<file path="src/rtl/uart_pkg.sv">
// Shared types and width helpers for the configurable UART receiver.
package uart_pkg;

   typedef enum logic [1:0] {
      PAR_NONE = 2'd0,
      PAR_ODD  = 2'd1,
      PAR_EVEN = 2'd2
   } parity_e;

   typedef enum logic [2:0] {
      ST_IDLE   = 3'd0,
      ST_START  = 3'd1,
      ST_DATA   = 3'd2,
      ST_PARITY = 3'd3,
      ST_STOP   = 3'd4
   } rx_state_e;

   // Bits needed to count 0..n-1 (at least one bit).
   function automatic int unsigned ctrWidth(input int unsigned n);
      return (n <= 2) ? 1 : $clog2(n);
   endfunction

   function automatic int unsigned maxU(input int unsigned a, input int unsigned b);
      return (a > b) ? a : b;
   endfunction

endpackage

</file>
<file path="src/rtl/uart_rx_sampler.sv">
// Rx synchroniser plus 3-sample majority voter around the bit centre.
module uart_rx_sampler
   import uart_pkg::*;
#(
   parameter int unsigned OVERSAMPLE  = 16,
   parameter int unsigned SYNC_STAGES = 2
) (
   input  logic                               Clock,
   input  logic                               Reset,
   input  logic                               Rx,
   input  logic                               Tick,
   input  logic [ctrWidth(OVERSAMPLE)-1:0]    phase,
   output logic                               rxSync,
   output logic                               vote_c,
   output logic                               voteStrobe_c
);

   localparam int unsigned PW = ctrWidth(OVERSAMPLE);
   localparam int unsigned HALF = OVERSAMPLE / 2;
   localparam logic [PW-1:0] PH_EARLY = PW'(HALF - 1);
   localparam logic [PW-1:0] PH_MID   = PW'(HALF);
   localparam logic [PW-1:0] PH_LATE  = PW'(HALF + 1);

   logic [SYNC_STAGES-1:0] syncQ;
   logic                   sampEarly;
   logic                   sampMid;

   // Synchroniser chain, idles high.
   always_ff @(posedge Clock or posedge Reset) begin
      if (Reset) syncQ <= '1;
      else       syncQ <= {syncQ[SYNC_STAGES-2:0], Rx};
   end

   assign rxSync = syncQ[SYNC_STAGES-1];

   // Capture the two early samples; the third is taken live at the decision Tick.
   always_ff @(posedge Clock or posedge Reset) begin
      if (Reset) begin
         sampEarly <= 1'b1;
         sampMid   <= 1'b1;
      end else if (Tick) begin
         if (phase == PH_EARLY) sampEarly <= rxSync;
         if (phase == PH_MID)   sampMid   <= rxSync;
      end
   end

   assign vote_c       = (sampEarly & sampMid) | (sampEarly & rxSync) | (sampMid & rxSync);
   assign voteStrobe_c = Tick && (phase == PH_LATE);

endmodule

</file>
<file path="src/rtl/uart_rx_cfg.sv">
// Configurable UART receiver: framing FSM, counters, shift register and flags.
module uart_rx_cfg
   import uart_pkg::*;
#(
   parameter int unsigned DATA_BITS   = 8,
   parameter int unsigned OVERSAMPLE  = 16,
   parameter int unsigned PARITY      = 0,
   parameter int unsigned STOP_BITS   = 1,
   parameter int unsigned SYNC_STAGES = 2
) (
   input  logic                 Clock,
   input  logic                 Reset,
   input  logic                 Rx,
   input  logic                 Tick,
   output logic                 RxValid,
   output logic [DATA_BITS-1:0] RxData,
   output logic                 ParityError,
   output logic                 FramingError,
   output logic                 Busy
);

   localparam int unsigned PW = ctrWidth(OVERSAMPLE);
   localparam int unsigned BW = ctrWidth(maxU(DATA_BITS, STOP_BITS));
   localparam logic [PW-1:0] PH_LAST   = PW'(OVERSAMPLE - 1);
   localparam logic [BW-1:0] DATA_LAST = BW'(DATA_BITS - 1);
   localparam logic [BW-1:0] STOP_LAST = BW'(STOP_BITS - 1);
   localparam parity_e PAR = parity_e'(2'(PARITY));

   rx_state_e            state, stateNext;
   logic [PW-1:0]        phase, phaseNext;
   logic [BW-1:0]        bitCnt, bitCntNext;
   logic [DATA_BITS-1:0] shiftReg, shiftNext;
   logic                 parPend, parPendNext;
   logic                 frmPend, frmPendNext;
   logic                 validNext;
   logic [DATA_BITS-1:0] dataNext;
   logic                 parOutNext, frmOutNext;
   logic                 rxSync, vote_c, voteStrobe_c, wrap_c, parSum_c;

   uart_rx_sampler #(
      .OVERSAMPLE  (OVERSAMPLE),
      .SYNC_STAGES (SYNC_STAGES)
   ) uSampler (
      .Clock        (Clock),
      .Reset        (Reset),
      .Rx           (Rx),
      .Tick         (Tick),
      .phase        (phase),
      .rxSync       (rxSync),
      .vote_c       (vote_c),
      .voteStrobe_c (voteStrobe_c)
   );

   assign wrap_c   = Tick && (phase == PH_LAST);
   assign parSum_c = (^shiftReg) ^ vote_c;

   // State, counters, datapath and registered outputs.
   always_ff @(posedge Clock or posedge Reset) begin
      if (Reset) begin
         state        <= ST_IDLE;
         phase        <= '0;
         bitCnt       <= '0;
         shiftReg     <= '0;
         parPend      <= 1'b0;
         frmPend      <= 1'b0;
         RxValid      <= 1'b0;
         RxData       <= '0;
         ParityError  <= 1'b0;
         FramingError <= 1'b0;
         Busy         <= 1'b0;
      end else begin
         state        <= stateNext;
         phase        <= phaseNext;
         bitCnt       <= bitCntNext;
         shiftReg     <= shiftNext;
         parPend      <= parPendNext;
         frmPend      <= frmPendNext;
         RxValid      <= validNext;
         RxData       <= dataNext;
         ParityError  <= parOutNext;
         FramingError <= frmOutNext;
         Busy         <= (stateNext != ST_IDLE);
      end
   end

   // Next-state and next-value logic; decisions land on the phase HALF+1 Tick.
   always_comb begin
      stateNext   = state;
      phaseNext   = phase;
      bitCntNext  = bitCnt;
      shiftNext   = shiftReg;
      parPendNext = parPend;
      frmPendNext = frmPend;
      validNext   = 1'b0;
      dataNext    = RxData;
      parOutNext  = ParityError;
      frmOutNext  = FramingError;

      if ((state != ST_IDLE) && Tick) phaseNext = phase + PW'(1);

      case (state)
         ST_IDLE: begin
            if (!rxSync) begin
               stateNext   = ST_START;
               phaseNext   = '0;
               bitCntNext  = '0;
               parPendNext = 1'b0;
               frmPendNext = 1'b0;
            end
         end
         ST_START: begin
            if (voteStrobe_c && vote_c) stateNext = ST_IDLE;
            else if (wrap_c)            stateNext = ST_DATA;
         end
         ST_DATA: begin
            if (voteStrobe_c) shiftNext = {vote_c, shiftReg[DATA_BITS-1:1]};
            if (wrap_c) begin
               if (bitCnt == DATA_LAST) begin
                  bitCntNext = '0;
                  stateNext  = (PAR == PAR_NONE) ? ST_STOP : ST_PARITY;
               end else begin
                  bitCntNext = bitCnt + BW'(1);
               end
            end
         end
         ST_PARITY: begin
            if (voteStrobe_c) parPendNext = (PAR == PAR_ODD) ? ~parSum_c : parSum_c;
            if (wrap_c) begin
               stateNext  = ST_STOP;
               bitCntNext = '0;
            end
         end
         ST_STOP: begin
            if (voteStrobe_c) begin
               if (!vote_c) frmPendNext = 1'b1;
               if (bitCnt == STOP_LAST) begin
                  validNext  = 1'b1;
                  dataNext   = shiftReg;
                  parOutNext = parPend;
                  frmOutNext = frmPend | ~vote_c;
                  stateNext  = ST_IDLE;
               end
            end else if (wrap_c) begin
               bitCntNext = bitCnt + BW'(1);
            end
         end
         default: stateNext = ST_IDLE;
      endcase
   end

endmodule

</file>
<file path="config.mk">
export PLATFORM = sky130hd
export DESIGN_NAME = uart_rx_cfg
export DESIGN_NICKNAME = d
export VERILOG_FILES = /design/src/rtl/uart_pkg.sv /design/src/rtl/uart_rx_sampler.sv /design/src/rtl/uart_rx_cfg.sv
export SDC_FILE = /design/constraint.sdc
export NUM_CORES = 1
export LEC_CHECK = 0
export CAP_MARGIN = 20
export CORE_AREA = 2 2 60 62
export DETAILED_ROUTE_END_ITERATION = 7
export DIE_AREA = 0 0 62 64
export GPL_TIMING_DRIVEN = 1
export HOLD_SLACK_MARGIN = 0.1
export PLACE_DENSITY = 0.73
export SLEW_MARGIN = 10
export SYNTH_ARGS = -nofsm -noshare
export SYNTH_HDL_FRONTEND = slang
export SYNTH_SLANG_ARGS = --single-unit
</file>
<file path="constraint.sdc">
create_clock -name Clock -period 2.5 [get_ports Clock]
set_input_delay 0.75 -clock Clock [delete_from_list [all_inputs] [get_ports Clock]]
set_output_delay 0.75 -clock Clock [all_outputs]
set_load 0.01 [all_outputs]
</file>
==> summary.md <==
| Metric | Value |
|---|---|
| Sw Pwr | 471 uW |
| WHS | 0.361 ns |
| Switch share | 0.327 |
| Number of flops mapped to enable cells by yosys | 0 |
| Worst-Skew Late Latency | 0.34 ns |
| PD cells | 708 nW/um^2 |
| Die Span Y | 64 um |
| Initial core utilization | 0.538 |
| RSZ-0062 raised after global routing | false |
| Critical path class | in -> reg |
| CP required | 2.72 ns |
| Fillers | 285 |
| Resized Gates After CTS | 0 |
| Max stage delay on crit path | 0.65 ns |
| Synth Area per Inst | 12.6 sq um |
| Part of the power in combinational logic | 0.273 |
| # setup viols final | 0 |
| Critical Path Start Type | primary input |
| PortBufs | 15 |
| Sequential cell area | 906 sq um |
| Slew HR | 0.642 |
| Inserted Diodes | 0 |
| Post-CTS Setup Bufs | 0 |
| Seq cells post-synth | 36 |
| Setup Skew | 0.0128 ns |
| CP arrival | 2.42 ns |
| Overall die width | 62 um |
| Nets | 172 |
| GPL Wtd Cong | 0.871 |
| DIE AREA | 3970 sq um |
| Io pins | 16 |
| CP cell instances | clkdlybuf4s50_1 > nand4b_4 > or4_4 > mux2_4 |
| Largest area contributor in the netlist | dfrtp_1 |
| Max Root-Sink Buffers | 2 |
| Hold_buf cts | 0 |
| DRT Pass-1 Iters | 4 |
| Status | finished clean |
| Total gr overflow | 0 |
| Top post-synthesis cells by area | dfrtp_1 45%, mux2_2 8.9%, dfstp_2 6.0% |
| Layout Area Growth over Synthesis | 15.1% |
| Actual slew at the worst max-slew pin | 0.529 ns |
| Row count | 21 |
| Clock transition at path regs | 0.09 ns |
| Clock sinks | 36 |
| Detailed-route via count | 1145 |
| Hold Violations, Final | 0 |
| GRT Overall Usage | 0.176 |
| Mapped Area | 1770 sq um |
| Final min period | 2.20 ns |
| TritonCTS Buffers | 5 |
| Seq/Total Area, Yosys | 0.513 |
| Worst min path class | reg -> reg |
| Post-DP HPWL | 2130 um |
| H-tree depth | 2 |
| P_leak | 0.000945 uW |
| Share of layout cells above drive strength 1 | 0.252 |
| Cells after synthesis | 140 |
| Crit. End Element | register |
| CORE AREA | 3280 sq um |
| Area of the multi-input gates | 801 sq um |
| First-pass GRT wire length | 5060 um |
| DR WL/cell | 14.1 um |
| CP max-delay cell | or4_4 |
| TritonCTS clock tree | done |
| Setup WS pre-CTS | -0.0589 ns |
| Max-Cap Viols | 0 |
| Commonest non-fill, non-tap cell in the layout | dfrtp_1 |
| Cell Int Power | 967 uW |
| CP bufs+invs | 1 |
| Worst vdd ir | 0.338 mV |
| Vias per cell | 5.48 |
| Post-synth top area share | 0.454 |
| Fin crit share | 0.880 |
| Warnings from Yosys | 0 |
| Most common flop cell mapped by yosys | dfrtp_1 |
| Yosys cell types | 42 |
| Detailed Route Iter0 Violations | 66 |
| Vias in the first global route | 1121 |
| Async SR Flop Fraction | 1.00 |
| Drt drc | 0 |
| Reg power frac | 0.526 |
| ANT nets after route | 0 |
| Critical path's top delay family | simple AND/OR/NAND/NOR gates |
| Crit Path Max Fanout | 12 |
| Total power | 1440 uW |
| Placed cell areas | 1980 sq um |
| Clk network pwr share | 0.201 |
| Root Buffer | clkbuf_4 |
| Fin. max-slew vios | 0 |
| Initial antenna violation count | 0 |
| Largest net degree at the start of global routing | 37 |
| Final WL | 2940 um |
| Net Count, Synth | 150 |
| Fmax | 455 MHz |
| Setup WS post-layout | 0.300 ns |
| Post-route cell area | 2030 sq um |
| Most frequent cells in the layout | 32 x dfrtp_1, 15 x clkdlybuf4s50_1, 14 x mux2_2 |
| Fin Setup TNS | 0 ns |
path summary, 6_finish.rpt:
path / from / to / slack (ns) / depth (start not counted)
max in group asynchronous: Reset / uSampler.syncQ[1] / 1.36 / 3
worst max register to register: phase[1] / RxData[2] / 0.58 / 5
min in group asynchronous: Reset / ParityError / 0.80 / 3
worst min register to register: uSampler.syncQ[0] / uSampler.syncQ[1] / 0.36 / 0
worst max-delay path: Tick / RxData[2] / 0.30 / 4
worst min-delay path: uSampler.syncQ[0] / uSampler.syncQ[1] / 0.36 / 0
cells in the mapped netlist, drive strengths merged (2+ instances only):
| library cell | count |
|---|---|
| nand2b | 5 |
| nor3 | 3 |
| o21ai | 5 |
| o31ai | 2 |
| xnor2 | 6 |
| nand2 | 7 |
| mux2i | 2 |
| nor2 | 3 |
| nand4 | 2 |
| o21bai | 2 |
| mux2 | 21 |
| inv | 6 |
| clkbuf | 2 |
| nand4b | 2 |
| dfrtp | 32 |
| dfstp | 4 |
| a21oi | 5 |
| nor3b | 2 |
| or3 | 3 |
| ha | 6 |
| buf | 4 |
flip-flops by register name, summed over array words and instances, names as in the netlist:
| register | flops |
|---|---|
| parPend | 1 |
| frmPend | 1 |
| ParityError | 1 |
| RxData | 8 |
| phase | 4 |
| uSampler.syncQ | 2 |
| bitCnt | 3 |
| RxValid | 1 |
| uSampler.sampMid | 1 |
| state | 3 |
| Busy | 1 |
| uSampler.sampEarly | 1 |
| shiftReg | 8 |
| FramingError | 1 |
per-layer routing:
metal  up-vias  global-route usage  part of all wire
li1        543                   -                 -
met1       559               0.236              0.45
met2        38               0.254              0.46
met3         5              0.0749             0.068
met4         0              0.0585             0.014
met5         -                   0                 0
power by group through the flow:
stage / Combinational [uW] / Clock (uW) / Sequential, uW
after detailed placement: 395 / 0 / 766
after global routing: 437 / 333 / 770
after floorplan: 317 / 0 / 735
after CTS: 396 / 298 / 754
final: 392 / 290 / 756
after global placement: 382 / 0 / 758
logic make-up after synthesis:
| family | after synthesis | share of synthesized area |
|---|---|---|
| flops | 36 | 0.513 |
| fa+ha+maj | 7 | 0.0482 |
| mux | 23 | 0.160 |
| compound gates | 21 | 0.0780 |
| buf+inv | 12 | 0.0333 |
| simple gates | 34 | 0.125 |
| xor+xnor | 7 | 0.0425 |
per-stage QoR:
stage | utilization | instances
after floorplan | - | 140
after global placement | 0.603 | 201
after detailed placement | 0.603 | 201
after CTS | 0.619 | 209
after global routing | 0.619 | 209
final | 0.619 | 209
cell type report:
type	count	area share
clock inverters	1	0.00246
clock buffers	7	0.0222
multi-input cells	92	0.394
inverters	6	0.0111
repair buffers	21	0.0961
well taps	46	0.0283
flip-flops and latches	36	0.446
(Power assumes the default switching activity.)
